==> config.mk <==
export PLATFORM = sky130hd
export DESIGN_NAME = booth_mult_pipe
export DESIGN_NICKNAME = d
export VERILOG_FILES = /design/src/rtl/mult_pkg.sv /design/src/rtl/booth_pp_gen.sv /design/src/rtl/booth_mult_pipe.sv
export SDC_FILE = /design/constraint.sdc
export NUM_CORES = 2
export LEC_CHECK = 0
export CAP_MARGIN = 20
export CORE_UTILIZATION = 45
export CTS_BUF_LIST = sky130_fd_sc_hd__clkbuf_8
export DETAILED_ROUTE_END_ITERATION = 16
export GPL_TIMING_DRIVEN = 1
export SLEW_MARGIN = 30
export SYNTH_ARGS = -nofsm -noshare
export SYNTH_HDL_FRONTEND = slang
export SYNTH_SLANG_ARGS = --single-unit
==> constraint.sdc <==
create_clock -name clk -period 17.86 [get_ports clk]
set_clock_uncertainty 0.05 [all_clocks]
set_input_delay 3.572 -clock clk [delete_from_list [all_inputs] [get_ports clk]]
set_output_delay 3.572 -clock clk [all_outputs]
set_load 0.02 [all_outputs]
==> src/rtl/mult_pkg.sv <==
// Shared encodings for the Booth multiplier: accumulate-op codes, Booth digit
// selects and the triplet decoder.
package mult_pkg;

   typedef enum logic [1:0] {
      ACC_MUL  = 2'b00,
      ACC_MADD = 2'b01,
      ACC_MSUB = 2'b10
   } acc_op_e;

   typedef enum logic [2:0] {
      BD_ZERO,
      BD_POS1,
      BD_POS2,
      BD_NEG1,
      BD_NEG2
   } booth_sel_e;

   function automatic booth_sel_e booth_decode(input logic [2:0] trip);
      booth_sel_e sel;
      case (trip)
         3'b001, 3'b010: sel = BD_POS1;
         3'b011:         sel = BD_POS2;
         3'b100:         sel = BD_NEG2;
         3'b101, 3'b110: sel = BD_NEG1;
         default:        sel = BD_ZERO;
      endcase
      return sel;
   endfunction

endpackage

==> src/rtl/booth_pp_gen.sv <==
// One radix-4 Booth partial product: selects 0/+-A/+-2A from a triplet and
// places it at column 2*IDX; negation is ~X here plus neg_o added at that column.
module booth_pp_gen
   import mult_pkg::*;
#(
   parameter int WIDTH = 32,
   parameter int IDX   = 0
) (
   input  logic [2:0]         triplet_i,
   input  logic [WIDTH+1:0]   a_ext_i,
   output logic [2*WIDTH-1:0] pp_o,
   output logic               neg_o
);

   localparam int XW = WIDTH + 3;
   localparam int OW = 2 * WIDTH;
   localparam int SH = 2 * IDX;

   booth_sel_e    sel;
   logic [XW-1:0] a1;
   logic [XW-1:0] a2;
   logic [XW-1:0] mag;

   assign a1 = {a_ext_i[WIDTH+1], a_ext_i};
   assign a2 = {a_ext_i, 1'b0};

   // NOTE: every signal written in this block gets a default first, so no latch can form.
   always_comb begin
      sel   = booth_decode(triplet_i);
      mag   = '0;
      neg_o = 1'b0;
      case (sel)
         BD_POS1: mag = a1;
         BD_POS2: mag = a2;
         BD_NEG1: begin mag = ~a1; neg_o = 1'b1; end
         BD_NEG2: begin mag = ~a2; neg_o = 1'b1; end
         default: mag = '0;
      endcase
      pp_o = {{(OW-XW){mag[XW-1]}}, mag} << SH;
   end

endmodule

==> src/rtl/booth_mult_pipe.sv <==
// Pipelined radix-4 Booth / carry-save multiplier with MUL, MADD and MSUB
// against a 2W-bit accumulator; latency of 2 or 3 cycles.
module booth_mult_pipe
   import mult_pkg::*;
#(
   parameter int WIDTH  = 32,
   parameter int STAGES = 3
) (
   input  logic               clk,
   input  logic               rst,
   input  logic               flush,
   input  logic               mult_en,
   input  logic [WIDTH-1:0]   mult_A,
   input  logic [WIDTH-1:0]   mult_B,
   input  logic               is_unsign,
   input  logic [1:0]         acc_op,
   input  logic [2*WIDTH-1:0] acc_in,
   output logic               mult_busy,
   output logic               mult_valid,
   output logic [2*WIDTH-1:0] mult_out
);

   localparam int PW   = 2 * WIDTH;
   localparam int NPP  = (WIDTH + 2) / 2;
   localparam int NOPS = NPP + 1;

   if (STAGES != 2 && STAGES != 3) begin : g_bad_stages
      $error("booth_mult_pipe: STAGES must be 2 or 3");
   end
   if (WIDTH < 8 || (WIDTH % 2) != 0) begin : g_bad_width
      $error("booth_mult_pipe: WIDTH must be even and >= 8");
   end

   function automatic logic [PW-1:0] acc_apply(input logic [1:0]    op,
                                               input logic [PW-1:0] acc,
                                               input logic [PW-1:0] prod);
      case (op)
         ACC_MADD: return acc + prod;
         ACC_MSUB: return acc - prod;
         default:  return prod;
      endcase
   endfunction

   // Sign or zero extension to W+2 bits makes one signed datapath exact for both modes.
   logic [WIDTH+1:0] a_ext;
   logic [WIDTH+2:0] b_pad;
   assign a_ext = {{2{~is_unsign & mult_A[WIDTH-1]}}, mult_A};
   assign b_pad = {{2{~is_unsign & mult_B[WIDTH-1]}}, mult_B, 1'b0};

   logic [PW-1:0]  ops [NOPS];
   logic [NPP-1:0] pp_neg;
   logic [PW-1:0]  neg_vec;

   for (genvar i = 0; i < NPP; i++) begin : g_pp
      booth_pp_gen #(.WIDTH(WIDTH), .IDX(i)) u_pp (
         .triplet_i (b_pad[2*i+2:2*i]),
         .a_ext_i   (a_ext),
         .pp_o      (ops[i]),
         .neg_o     (pp_neg[i])
      );
   end

   always_comb begin
      neg_vec = '0;
      for (int i = 0; i < NPP; i++) neg_vec[2*i] = pp_neg[i];
   end
   assign ops[NPP] = neg_vec;

   // Linear array of 3:2 compressors folds all operands into sum/carry.
   logic [PW-1:0] csa_s [NOPS-1];
   logic [PW-1:0] csa_c [NOPS-1];
   assign csa_s[0] = ops[0];
   assign csa_c[0] = ops[1];
   for (genvar k = 1; k < NOPS - 1; k++) begin : g_csa
      assign csa_s[k] = csa_s[k-1] ^ csa_c[k-1] ^ ops[k+1];
      assign csa_c[k] = ((csa_s[k-1] & csa_c[k-1]) |
                         (csa_s[k-1] & ops[k+1])   |
                         (csa_c[k-1] & ops[k+1])) << 1;
   end

   logic [PW-1:0] s1_sum_d, s1_carry_d;
   logic [PW-1:0] s1_sum_q, s1_carry_q, s1_acc_q;
   logic [1:0]    s1_op_q;
   logic          s1_vld_q;
   logic          mult_valid_q;
   logic [PW-1:0] mult_out_q;

   assign s1_sum_d   = csa_s[NOPS-2];
   assign s1_carry_d = csa_c[NOPS-2];

   always_ff @(posedge clk) begin
      if (rst) s1_vld_q <= 1'b0;
      else     s1_vld_q <= mult_en & ~flush;
      // NOTE: datapath registers have no reset; the valid bits alone qualify them.
      if (mult_en) begin
         s1_sum_q   <= s1_sum_d;
         s1_carry_q <= s1_carry_d;
         s1_acc_q   <= acc_in;
         s1_op_q    <= acc_op;
      end
   end

   if (STAGES == 3) begin : g_three
      logic [PW-1:0] s2_prod_q, s2_acc_q;
      logic [1:0]    s2_op_q;
      logic          s2_vld_q;

      always_ff @(posedge clk) begin
         if (rst) s2_vld_q <= 1'b0;
         else     s2_vld_q <= s1_vld_q & ~flush;
         if (s1_vld_q) begin
            s2_prod_q <= s1_sum_q + s1_carry_q;
            s2_acc_q  <= s1_acc_q;
            s2_op_q   <= s1_op_q;
         end
      end

      always_ff @(posedge clk) begin
         if (rst) begin
            mult_valid_q <= 1'b0;
            mult_out_q   <= '0;
         end else begin
            mult_valid_q <= s2_vld_q & ~flush;
            if (s2_vld_q & ~flush) mult_out_q <= acc_apply(s2_op_q, s2_acc_q, s2_prod_q);
         end
      end

      assign mult_busy = s1_vld_q | s2_vld_q;
   end else begin : g_two
      logic [PW-1:0] fin_d;
      assign fin_d = acc_apply(s1_op_q, s1_acc_q, s1_sum_q + s1_carry_q);

      always_ff @(posedge clk) begin
         if (rst) begin
            mult_valid_q <= 1'b0;
            mult_out_q   <= '0;
         end else begin
            mult_valid_q <= s1_vld_q & ~flush;
            if (s1_vld_q & ~flush) mult_out_q <= fin_d;
         end
      end

      assign mult_busy = s1_vld_q;
   end

   assign mult_valid = mult_valid_q;
   assign mult_out   = mult_out_q;

endmodule

# Yosys cells after proc, flatten, opt, wreduce, memory -nomap -nowiden
# Cells that the tools add are included.
# Widths: inputs -> output; s select.
# totals
regBits,390
in_bits,135
output_inout_bits,66
word_cells,406
# classes
n_addsub,3
eq_ne,169
muxes,52
bitwise,122
reduce_logical,49
# op_table
operator,n
$and 63x63->63,46
$pmux 35 s4,15
$or 63x63->63,32
$xor 64x64->64,31
$eq 3x2->1 const B,66
$eq 3x3->1 const B,65
$pmux 3 s4,16
$pmux 34 s4,1
$add 64x64->64,2
$pmux 32 s4,1
$pmux 64 s2,1
$and 63x33->63,2
$eq 3x1->1 const B,33
$reduce_or 2->1,49
$not 35->35,2
$sub 64x64->64,1
$xor 64x33->64,1
$mux 1,17
$pmux 3 s3,1
$eq 2x2->1 const B,3
$and 1x1->1,5
$eq 2x1->1 const B,2
$not 1->1,2
$or 1x1->1,1

# Longest topological paths before layout
# logic_depth
depth_word,53
depth_mapped,28
ltp_nobuf,26

# Modules after synthesis
# Synthesis repeated with hierarchy kept, for this count alone.
# unflattened
hier_cells,5994
hier_area_um2,67164.4
# modules_own_cells
mod,instances,cells_each,area_each_um2,seq_area_each_um2
booth_mult_pipe,1,3202,41678.7,11040.6
booth_pp_gen at g_pp[10].u_pp ...,14,165,1505.2,0.0
booth_pp_gen at g_pp[0].u_pp,1,164,1501.4,0.0
booth_pp_gen at g_pp[15].u_pp,1,162,1471.4,0.0
booth_pp_gen at g_pp[16].u_pp,1,156,1440.1,0.0

# Worst setup path before layout
# OpenSTA, ideal clock, no wires.
# synth_timing
path_kind,input to register
startpoint,in mult_A[31]
endpoint,"reg s1_sum_q[61], data pin"
setup_time_ns,0.261
arrival_ns,13.054
required_ns,17.549
path_slack_ns,4.496
path_stages,26
n_path_buf,2
cell_sequence,clkbuf_1 > clkinv_1 > nor2_1 > buf_1 > o21ai_0 > a21oi_1 > fa_1 > inv_1 > fa_1 > inv_1 > fa_1 > fa_1 > fa_1 > fa_1 > fa_1 > fa_1 > fa_1 > fa_1 > fa_1 > fa_1 > fa_1 > inv_1 > fa_1 > fa_1 > inv_1 > ha_1
# synth_lines
item,line_no,rtl
start: declaration,booth_mult_pipe.sv:13,"input logic [WIDTH-1:0] mult_A,"
end signal: assignment,booth_mult_pipe.sv:96,s1_sum_q <= s1_sum_d;
end: declaration,booth_mult_pipe.sv:82,"logic [PW-1:0] s1_sum_q, s1_carry_q, s1_acc_q;"

==> out/qor.yml <==
drt:
  m1WireLength_um: 64440
  drc: 0
  dr.pass1.iters: 8
  ant_nets: 0
  met3_length_um: 7483
  wirelength_um: 146200
  top_layer: "met5"
  wl_per_cell_um: 21.66
  drt_iter0_drc: 3049
  wl_met2_um: 69780
  num_vias: 38936
  vias_per_cell: 5.770
global_route:
  grt_max_degree: 78
  antenna_found_initial: 4
  grt_pass1_wl_um: 231300
  grt_usage_pct: 26.34
  grt-ovfl-total: 0
  grt_pass1_vias: 38719
place:
  postPlaceCellArea_sq_um: 51440
  portBuffers: 200
  gp_congestion: 0.9466
  dp_hpwl_um: 110400
sta:
  fin_crit_ns: 14.48
  fin_crit_sh_pct: 81.09
  max_freq_mhz: 69.05
  finalMaxSlewViolations: 0
  slew_headroom_pct: 36.00
  fin_tns_setup_ns: 0
  hold_violations: 0
  finalSetupViolCount: 0
  rsz0062_at_grt: "false"
  tightest_slew_ns: 0.9358
worst_setup_path:
  worstPathArrival_ns: 14.85
  required_ns: 18.23
  worst_path_max_delay_cell: "nand2_1"
  cpPeakStageDelay_ns: 0.81
  crit_fanout: 27
  cp_top_family: "adder cells"
  critPathMostFrequentCell: "fa_1"
  path_buf_inv: 6
  crit_type: "input pin to flip-flop"
  critPathLaunchType: "input pin"
  path_depth: 25
  r2r_cells: 18
  reg2reg_slack_ns: 11.45
  r2r_end: "mult_out[60]"
  cp-end-kind: "flip-flop"
  r2r-start: "g_three.s2_prod_q[2]"
synth:
  avgSynthCellArea_sq_um: 8.957
  synth-adder-area-share_pct: 28.82
  synth-async-reset-ratio_pct: 0
  synth_fp_nets: 6416
  yosys.area_share.xor_xnor_pct: 11.88
  synth_compound_area_share_pct: 17.50
  synthSimpleGateAreaFrac_pct: 12.21
  synth_edf_count: 315
  synthMuxAreaShare_pct: 0.8797
  yosysWarnings: 0
  yosysTopAreaCellShare_pct: 21.07
  synth_commonest_cells: "nor2_1 (918), xnor2_1 (550), fa_1 (515)"
  synth_cells: 5463
  synth_top_family_by_area: "adder cells"
  synth_ff_type: "edfxtp_1"
  ys_types: 78
  yosysSeqAreaShare_pct: 22.07
  ys_seq_elements: 382
  yosysMostFrequentCell: "nor2_1"
  synth_area_sq_um: 48930
  synth_area_leader_cell: "fa_1"
  synthTopCellsByArea: "fa_1 (21%), edfxtp_1 (19%), xnor2_1 (9.8%)"
finish:
  final_layout_size_suffix_gt1_share_pct: 5.653
  fin_nets: 6245
  synthToLayoutAreaGrowth_pct: 7.735
  final_area_sq_um: 52710
  fill_cells: 10126
  utilization_pct: 49.04
floorplan:
  die_w_um: 331.7
  die_y_um: 331.7
  die-area_sq_um: 110100
  core_sq_um: 107500
  rows: 120
  io-pin-count: 201
  initial_core_util_pct: 45.51
clock_network:
  cts_tree: "done"
  cts.sink_count: 382
  cts_setup_buffers: 0
  clockBufferDepth: 3
  clk_latency_ns: 0.68
  numCtsBuffers: 58
  clock-root-buffer: "clkbuf_8"
  h-tree-depth: 2
  path_clk_slew_ns: 0.07
  hold_buffers: 0
  cts_resized: 0
min_path:
  holdCritStartpoint: "s1_acc_q[36]"
  whs_endpoint: "g_three.s2_acc_q[36]"
  hold_depth: 0
  hold_path_class: "flip-flop to flip-flop"
outcome:
  outcome: "finished, final reports clean"
flow_run:
  cap_violations: 0
through the flow:
step / setup slack (ns) / hold slack, ns / instances
after floorplan: 4.496 / 0.3503 / 5463
after global placement: 3.065 / 0.3524 / 6634
after detailed placement: 2.824 / 0.3545 / 6635
after CTS: 3.564 / 0.3696 / 6745
after global routing: 2.928 / 0.3745 / 6746
final: 3.378 / 0.3640 / 6748
worst max-delay path by stage:
| stage | start | to | slack (ns) |
|---|---|---|---|
| 3_3_place_gp | mult_A[31] | s1_sum_q[61] | 3.06 |
| 6_report | is_unsign | s1_sum_q[61] | 3.38 |
| 2_1_floorplan | mult_A[31] | s1_sum_q[61] | 4.50 |
| 5_1_grt | is_unsign | s1_sum_q[63] | 2.93 |
| 3_5_place_dp | is_unsign | s1_sum_q[61] | 2.82 |
| 4_1_cts | is_unsign | s1_sum_q[61] | 3.56 |
sequential cells by signal (all words and copies together) (netlist names), 2 cells and up:
signal / cells
g_three.s2_acc_q: 64
g_three.s2_prod_q: 64
mult_out: 64
s1_acc_q: 64
s1_sum_q: 64
s1_carry_q: 55
g_three.s2_op_q: 2
s1_op_q: 2
logic make-up (layout without fill, tap and decap cells):
| kind of cell | Yosys count | count (layout) |
|---|---|---|
| flops | 382 | 382 |
| buf+inv | 861 | 740 |
| simple gates | 1408 | 1408 |
| xor+xnor | 663 | 663 |
| fa+ha+maj | 818 | 818 |
| compound gates | 1287 | 1287 |
| mux | 43 | 43 |
| other cells | 1 | 4 |
per-layer routing:
metal / track usage [%] / up-vias
li1: - / 18360
met1: 35.32 / 19011
met2: 44.81 / 1298
met3: 2.382 / 265
met4: 8.342 / 2
met5: 0 / -
layout by cell type (no fill, tap or decap), types with 29 or more instances in the layout:
cell             count
ha_1               302
clkbuf_8            66
inv_1              324
dfxtp_1             66
a31oi_1             31
nand4_1             34
a22o_1              29
nor2_1             915
nand2_1            235
and3_1              32
edfxtp_1           315
xnor2_1            537
a22oi_1             59
nor3_1              30
xor2_1             110
fa_1               515
buf_2               46
a21oi_1            243
mux2i_1             43
nand3_1             30
clkdlybuf4s50_1    149
a21o_1              74
o21ai_0            234
a211oi_1           427
buf_4              116
cell type report:
class / instances / area, sq um / area share [%]
timing repair buffer: 313 / 2631 / 4.992
multi-input combinational: 4220 / 35060 / 66.50
sequential: 382 / 10800 / 20.50
antenna: 3 / 7.507 / 0.01424
clock inverter: 44 / 360.3 / 0.6836
tap: 1403 / 1755 / 3.330
clock buffer: 66 / 908.4 / 1.723
inverter: 317 / 1190 / 2.257
Power is not shown: default switching activity piles up to over one toggle a cycle in this logic, so the estimate is an artifact.
